[src/rtl/count_connected_pkg.sv]
// Shared types for the connected-component counting pipeline: graph word width
// and the FIFO entry layout (graph word plus per-graph tag).
package count_connected_pkg;

  localparam int GRAPH_WIDTH     = 128;
  // The entry layout has a fixed tag field; feeders with narrower tags zero-extend into it.
  localparam int MAX_EXTRA_WIDTH = 32;

  typedef struct packed {
    logic [GRAPH_WIDTH-1:0]     graph;
    logic [MAX_EXTRA_WIDTH-1:0] extra;
  } graph_entry_t;

endpackage

[src/rtl/count_connected_input_feeder_if.sv]
// Producer/core-facing signal bundle of the input feeder. The slave modport is
// the feeder itself. The master modport is the environment that drives it.
interface count_connected_input_feeder_if
  import count_connected_pkg::*;
#(
  parameter int EXTRA_DATA_WIDTH = 10,
  parameter int FIFO_DEPTH       = 16
);

  logic [GRAPH_WIDTH-1:0]        writeGraph;
  logic [EXTRA_DATA_WIDTH-1:0]   writeExtra;
  logic                          writeValid;
  logic                          writeReady;
  logic                          request;
  logic [GRAPH_WIDTH-1:0]        graphOut;
  logic                          graphAvailable;
  logic [EXTRA_DATA_WIDTH-1:0]   extraDataOut;
  logic [$clog2(FIFO_DEPTH):0]   occupancy;

  modport slave (
    input  writeGraph, writeExtra, writeValid, request,
    output writeReady, graphOut, graphAvailable, extraDataOut, occupancy
  );

  modport master (
    output writeGraph, writeExtra, writeValid, request,
    input  writeReady, graphOut, graphAvailable, extraDataOut, occupancy
  );

endinterface

[src/rtl/count_connected_input_feeder_fifo.sv]
// feeder_fifo: graph-entry FIFO with block-RAM storage and a registered read port.
// writeReady is registered from the next occupancy, so it never depends on the pop input.
module feeder_fifo
  import count_connected_pkg::*;
#(
  parameter int DEPTH = 16
) (
  input  logic                   clk,
  input  logic                   rst,
  input  logic                   i_push_valid,
  input  graph_entry_t           i_push_entry,
  output logic                   o_ready,
  input  logic                   i_pop,
  output logic                   o_pop_fire,
  output graph_entry_t           o_rd_entry,
  output logic [$clog2(DEPTH):0] o_occupancy
);

  localparam int PTR_W = $clog2(DEPTH);
  localparam logic [PTR_W:0] FULL_COUNT = (PTR_W+1)'(DEPTH);

  graph_entry_t     r_mem [DEPTH];
  graph_entry_t     r_rd_entry;
  logic [PTR_W-1:0] r_wr_ptr;
  logic [PTR_W-1:0] r_rd_ptr;
  logic [PTR_W:0]   r_count;
  logic [PTR_W:0]   w_count_next;
  logic             r_ready;
  logic             w_push;
  logic             w_pop;

  // Pops look only at the registered count, so a same-cycle push is never bypassed.
  assign w_push = i_push_valid & r_ready;
  assign w_pop  = i_pop & (r_count != '0);

  always_comb begin
    w_count_next = r_count;
    case ({w_push, w_pop})
      2'b10:   w_count_next = r_count + 1'b1;
      2'b01:   w_count_next = r_count - 1'b1;
      default: w_count_next = r_count;
    endcase
  end

  always_ff @(posedge clk or posedge rst) begin
    if (rst) begin
      r_wr_ptr <= '0;
      r_rd_ptr <= '0;
      r_count  <= '0;
      r_ready  <= 1'b0;
    end else begin
      if (w_push) r_wr_ptr <= r_wr_ptr + 1'b1;
      if (w_pop)  r_rd_ptr <= r_rd_ptr + 1'b1;
      r_count <= w_count_next;
      r_ready <= (w_count_next != FULL_COUNT);
    end
  end

  always_ff @(posedge clk) begin
    if (w_push) r_mem[r_wr_ptr] <= i_push_entry;
  end

  always_ff @(posedge clk) begin
    if (w_pop) r_rd_entry <= r_mem[r_rd_ptr];
  end

  assign o_ready     = r_ready;
  assign o_pop_fire  = w_pop;
  assign o_rd_entry  = r_rd_entry;
  assign o_occupancy = r_count;

endmodule

[src/rtl/count_connected_input_feeder.sv]
// count_connected_input_feeder: buffers graphs and returns one DATA_IN_LATENCY cycles
// after each core request. Optional feature macro: STARVATION_COUNTER_EN (starvedCount output).
module count_connected_input_feeder
  import count_connected_pkg::*;
#(
  parameter int EXTRA_DATA_WIDTH = 10,
  parameter int DATA_IN_LATENCY  = 4,
  parameter int FIFO_DEPTH       = 16
) (
  input  logic        clk,
  input  logic        rst,
`ifdef STARVATION_COUNTER_EN
  output logic [31:0] starvedCount,
`endif
  count_connected_input_feeder_if.slave bus
);

  graph_entry_t                w_push_entry;
  graph_entry_t                w_rd_entry;
  logic                        w_write_ready;
  logic                        w_pop;
  logic [$clog2(FIFO_DEPTH):0] w_occupancy;

  always_comb begin
    w_push_entry       = '0;
    w_push_entry.graph = bus.writeGraph;
    w_push_entry.extra = MAX_EXTRA_WIDTH'(bus.writeExtra);
  end

  feeder_fifo #(
    .DEPTH (FIFO_DEPTH)
  ) u_fifo (
    .clk          (clk),
    .rst          (rst),
    .i_push_valid (bus.writeValid),
    .i_push_entry (w_push_entry),
    .o_ready      (w_write_ready),
    .i_pop        (bus.request),
    .o_pop_fire   (w_pop),
    .o_rd_entry   (w_rd_entry),
    .o_occupancy  (w_occupancy)
  );

  // Stage 1 is the RAM read register. Later stages carry data already zeroed when invalid.
  logic [DATA_IN_LATENCY:1] r_valid_pipe;
  graph_entry_t             r_entry_pipe [2:DATA_IN_LATENCY];

  always_ff @(posedge clk or posedge rst) begin
    if (rst) begin
      r_valid_pipe <= '0;
      for (int k = 2; k <= DATA_IN_LATENCY; k++) r_entry_pipe[k] <= '0;
    end else begin
      r_valid_pipe    <= {r_valid_pipe[DATA_IN_LATENCY-1:1], w_pop};
      r_entry_pipe[2] <= r_valid_pipe[1] ? w_rd_entry : '0;
      for (int k = 3; k <= DATA_IN_LATENCY; k++) r_entry_pipe[k] <= r_entry_pipe[k-1];
    end
  end

  assign bus.writeReady     = w_write_ready;
  assign bus.occupancy      = w_occupancy;
  assign bus.graphAvailable = r_valid_pipe[DATA_IN_LATENCY];
  assign bus.graphOut       = r_entry_pipe[DATA_IN_LATENCY].graph;
  assign bus.extraDataOut   = EXTRA_DATA_WIDTH'(r_entry_pipe[DATA_IN_LATENCY].extra);

`ifdef STARVATION_COUNTER_EN
  logic [31:0] r_starved_count;

  always_ff @(posedge clk or posedge rst) begin
    if (rst) begin
      r_starved_count <= '0;
    end else if (bus.request && (w_occupancy == '0) && (r_starved_count != '1)) begin
      r_starved_count <= r_starved_count + 1'b1;
    end
  end

  assign starvedCount = r_starved_count;
`endif

endmodule

[src/flat_wrapper.sv]
// flat-port wrapper written by rule: the top's interface ports become plain ports
module count_connected_input_feeder_flat import count_connected_pkg::*;
#(
  parameter int EXTRA_DATA_WIDTH = 10,
  parameter int DATA_IN_LATENCY  = 4,
  parameter int FIFO_DEPTH       = 16
)
  (clk, rst, bus_writeGraph, bus_writeExtra, bus_writeValid, bus_request, bus_writeReady, bus_graphOut, bus_graphAvailable, bus_extraDataOut, bus_occupancy);
  count_connected_input_feeder_if #(.EXTRA_DATA_WIDTH(EXTRA_DATA_WIDTH), .FIFO_DEPTH(FIFO_DEPTH)) bus_i ();
  input  logic clk;
  input  logic rst;
  input wire logic [$bits(bus_i.writeGraph)-1:0] bus_writeGraph;
  input wire logic [$bits(bus_i.writeExtra)-1:0] bus_writeExtra;
  input wire logic [$bits(bus_i.writeValid)-1:0] bus_writeValid;
  input wire logic [$bits(bus_i.request)-1:0] bus_request;
  output wire logic [$bits(bus_i.writeReady)-1:0] bus_writeReady;
  output wire logic [$bits(bus_i.graphOut)-1:0] bus_graphOut;
  output wire logic [$bits(bus_i.graphAvailable)-1:0] bus_graphAvailable;
  output wire logic [$bits(bus_i.extraDataOut)-1:0] bus_extraDataOut;
  output wire logic [$bits(bus_i.occupancy)-1:0] bus_occupancy;
  assign bus_i.writeGraph = bus_writeGraph;
  assign bus_i.writeExtra = bus_writeExtra;
  assign bus_i.writeValid = bus_writeValid;
  assign bus_i.request = bus_request;
  assign bus_writeReady = bus_i.writeReady;
  assign bus_graphOut = bus_i.graphOut;
  assign bus_graphAvailable = bus_i.graphAvailable;
  assign bus_extraDataOut = bus_i.extraDataOut;
  assign bus_occupancy = bus_i.occupancy;
  count_connected_input_feeder #(.EXTRA_DATA_WIDTH(EXTRA_DATA_WIDTH), .DATA_IN_LATENCY(DATA_IN_LATENCY), .FIFO_DEPTH(FIFO_DEPTH)) u_core (.clk(clk), .rst(rst), .bus(bus_i));
endmodule
[config.mk]
export PLATFORM = sky130hd
export DESIGN_NAME = count_connected_input_feeder_flat
export DESIGN_NICKNAME = d
export VERILOG_FILES = /design/src/rtl/count_connected_pkg.sv /design/src/rtl/count_connected_input_feeder_if.sv /design/src/rtl/count_connected_input_feeder_fifo.sv /design/src/rtl/count_connected_input_feeder.sv /design/src/flat_wrapper.sv
export SDC_FILE = /design/constraint.sdc
export NUM_CORES = 2
export LEC_CHECK = 0
export BUFFER_PORTS_ARGS = -buffer_cell sky130_fd_sc_hd__buf_2
export CORE_ASPECT_RATIO = 1.5
export CORE_UTILIZATION = 30
export DETAILED_ROUTE_END_ITERATION = 12
export HOLD_SLACK_MARGIN = 0.05
export PLACE_DENSITY = 0.42
export SYNTH_ARGS = -nofsm -noshare
export SYNTH_HDL_FRONTEND = slang
export SYNTH_SLANG_ARGS = --single-unit
[constraint.sdc]
create_clock -name clk -period 12.3 [get_ports clk]
set_input_delay 1.23 -clock clk [delete_from_list [all_inputs] [get_ports clk]]
set_output_delay 1.23 -clock clk [all_outputs]
set_load 0.05 [all_outputs]
==> impl_metrics.py <==
metrics = {
    "timing": {
        "layout_setup_ws_ps": 8030,
        "hold_violations": 0,
        "setup_viol": 0,
        "fin_skew_ps": 51.3,
        "worst_pin_slew_ps": 1130,
        "slew_viol_final": 0,
        "fmax_mhz": 234,
        "min_period_ps": 4270,
        "slew-limit-headroom_pct": 24.7,
        "rsz0062_at_grt": "no",
        "setup_tns_ps": 0,
        "period_share_pct": 34.7,
    },
    "clocking": {
        "ctsResizeCount": 0,
        "clk-insertion-delay-late_ps": 870,
        "hold_buffers": 0,
        "cts_tree": "built",
        "ctsHtreeMaxLevel": 5,
        "clock-sinks": 2778,
        "clk_pin_slew_ps": 60,
        "clock_path_buffers": 4,
        "cts_buffers": 290,
        "cts_setup_buffers": 0,
        "root_buffer": "clkbuf_16",
    },
    "hold_path": {
        "min_path_type": "flop to flop",
    },
    "final_layout": {
        "layout-area-overhead-vs-synth_pct": 15.0,
        "nets": 4775,
        "multi_input_area_sq_mm": 0.0174,
        "regArea_sq_mm": 0.0813,
        "nFillCells": 31000,
        "drive_gt1_share_pct": 29.9,
    },
    "grt": {
        "grt_max_degree": 130,
        "grt_pass1_wl_um": 366000,
        "grt_pass1_vias": 47500,
        "antenna_found_initial": 92,
        "grt-ovfl-total": 0,
        "grt_usage_pct": 15.1,
    },
    "floorplan": {
        "rows": 260,
        "die_w_um": 475,
        "die_h_um": 712,
        "core_area_sq_mm": 0.334,
        "start_util_pct": 30.1,
        "ios": 287,
        "fp.dieArea_sq_mm": 0.338,
    },
    "pwr": {
        "cellPowerDensity_mw_per_mm2": 241,
        "leakagePower_uw": 0.0385,
        "vdd_drop_max_mv": 0.132,
    },
    "worst_setup_path": {
        "cp.arrival_ps": 4830,
        "slowest_delay_ps": 1040,
        "cpMaxStageDelayCell": "dfrtp_4",
        "worstPathRequired_ps": 12860,
        "cp-end-kind": "flop",
        "startpoint_type": "flop",
        "cp_cell_sequence": "buf_12, buf_4, mux4_2, nor2b_1, a211oi_1, a21oi_1",
        "crit_path_max_fanout": 94,
        "worstSetupPathType": "flop to flop",
    },
    "drt": {
        "drt-total-wl_um": 256000,
        "ant_nets": 0,
        "first_pass_iters": 7,
        "drcViolationCount": 0,
        "viasPerCell": 4.69,
        "wire_per_inst_um": 27.5,
        "vias": 43700,
        "dr.first_iter.drc_count": 3205,
    },
    "placed_design": {
        "gp_congestion": 0.692,
        "pre_cts_ws_ps": 7450,
        "portBuffers": 286,
        "dp_hpwl_um": 136000,
    },
    "yosys": {
        "avgSynthCellArea_sq_um": 23.5,
        "yosysSeqAreaShare_pct": 80.7,
        "synth_area_sq_mm": 0.101,
        "ys_warn_count": 0,
        "ys_ff_latch": 2778,
        "synth_cell_types": 37,
        "synth_edf_count": 2346,
        "synthArstFlopShare_pct": 15.6,
        "syn_nets": 4442,
        "syn-instance-count": 4290,
        "ys.flop_type": "edfxtp_1",
    },
    "run": {
        "drv_cap": 0,
    },
    "outcome": {
        "outcome": "complete, no violations",
    },
}
-- sequential cells by signal (all words and copies together) (netlist names) --
signal	count
u_core.bus.extraDataOut	10
u_core.u_fifo.o_ready	1
u_core.u_fifo.r_mem	2208
u_core.r_entry_pipe	276
u_core.u_fifo.r_wr_ptr	4
u_core.u_fifo.o_rd_entry	138
u_core.u_fifo.o_occupancy	5
u_core.u_fifo.r_rd_ptr	4
u_core.r_valid_pipe	4
u_core.bus.graphOut	128
-- cell type report --
class,instances,area share (%)
timing repair buffer,377,1.93
multi-input combinational,1168,15.1
inverter,8,0.0335
sequential,2778,70.2
clock buffer,378,6.86
clock inverter,138,1.08
antenna,18,0.0389
tap,4454,4.81
-- report_power, final --
group | switching, uW | leakage, uW | internal (uW)
combinational | 4000 | 0.00709 | 2740
sequential | 568 | 0.0269 | 11900
clock | 3670 | 0.00450 | 5010
total | 8240 | 0.0385 | 19600
-- worst max-delay path, delay by kind of cell, from the launching register on --
kind | cells | cell delay, ps
AOI/OAI and AO/OA | 2 | 400
buffers and inverters | 2 | 1430
DFF | 1 | 1040
muxes | 1 | 600
and+or+nand+nor | 1 | 140
-- worst paths after layout --
check | end | startpoint | cells past startpoint | slack (ps)
worst max-delay path | u_core.u_fifo.o_rd_entry[124] | u_core.u_fifo.r_rd_ptr[0] | 6 | 8030
worst min register to register | u_core.bus.graphOut[15] | u_core.r_entry_pipe[207] | 0 | 340
max in group asynchronous | u_core.r_entry_pipe[263] | rst | 5 | 9320
worst max register to register | u_core.u_fifo.o_rd_entry[124] | u_core.u_fifo.r_rd_ptr[0] | 6 | 8030
worst min-delay path | u_core.bus.graphOut[15] | u_core.r_entry_pipe[207] | 0 | 340
min in group asynchronous | u_core.bus.graphOut[104] | rst | 2 | 450
-- cells by family (layout without fill, tap and decap cells) --
kind of cell    after synthesis  in the layout  share of synthesized area [%]
flops                      2778           2778                           80.7
mux                         694            694                           14.2
buf+inv                     344            901                           2.04
compound gates              228            228                           1.46
simple gates                228            228                           1.40
fa+ha+maj                    10             10                          0.132
xor+xnor                      8              8                         0.0696
other cells                   0             18                              0
-- synth_stat cells, types with 5 or more instances --
cell type	instances	area [sq um]
o21ai_0	33	165
edfxtp_1	2346	70400
and3_1	5	31.3
and2_1	151	945
a211oi_1	47	353
mux2_2	65	732
clkbuf_1	78	293
o22ai_1	31	194
dfrtp_1	432	10800
buf_1	26	97.6
nor2b_1	49	307
mux2i_1	48	480
inv_1	8	30.0
a21oi_1	79	395
ha_1	9	113
buf_2	51	255
mux4_2	581	13100
buf_4	177	1330
nand3_1	5	25.0
a221o_1	31	310
xnor2_1	7	61.3
-- stage by stage --
stage,hold slack (ps),cells,utilization (%),power (uW),instance area [sq um]
6_report,335,9319,34.7,27900,116000
5_1_grt,346,9303,34.7,29200,116000
4_1_cts,335,9301,34.7,28500,116000
3_5_place_dp,335,8785,31.9,19700,107000
3_3_place_gp,333,8785,31.9,19700,107000
2_1_floorplan,331,4290,-,17500,101000
-- placed cells by master (no fill, tap or decap), drive strengths merged, types with 2 or more instances in the layout --
| master | netlist | final |
|---|---|---|
| edfxtp | 2346 | 2346 |
| mux4 | 581 | 581 |
| dfrtp | 432 | 432 |
| clkbuf | 78 | 378 |
| buf | 258 | 377 |
| and2 | 151 | 151 |
| clkinv | 0 | 101 |
| a21oi | 79 | 79 |
| mux2 | 65 | 65 |
| nor2b | 49 | 49 |
| mux2i | 48 | 48 |
| a211oi | 47 | 47 |
| o21ai | 33 | 33 |
| a221o | 31 | 31 |
| o22ai | 31 | 31 |
| bufinv | 0 | 21 |
| diode | 0 | 18 |
| inv | 8 | 17 |
| ha | 9 | 9 |
| xnor2 | 7 | 7 |
| clkinvlp | 0 | 7 |
| nand3 | 5 | 5 |
| and3 | 5 | 5 |
| nand2 | 4 | 4 |
| nor3b | 3 | 3 |
| a21o | 2 | 2 |
| a2111oi | 2 | 2 |
| nand2b | 2 | 2 |
| nor2 | 2 | 2 |
| or3 | 2 | 2 |
| or2 | 2 | 2 |
| nor3 | 2 | 2 |
-- per-layer routing --
metal / GRT usage [%] / share of wire, %
met5: 0 / 0.076
met4: 3.71 / 2.4
met3: 2.52 / 4.7
met2: 25.8 / 50
met1: 20.0 / 43
(Power assumes the default switching activity.)
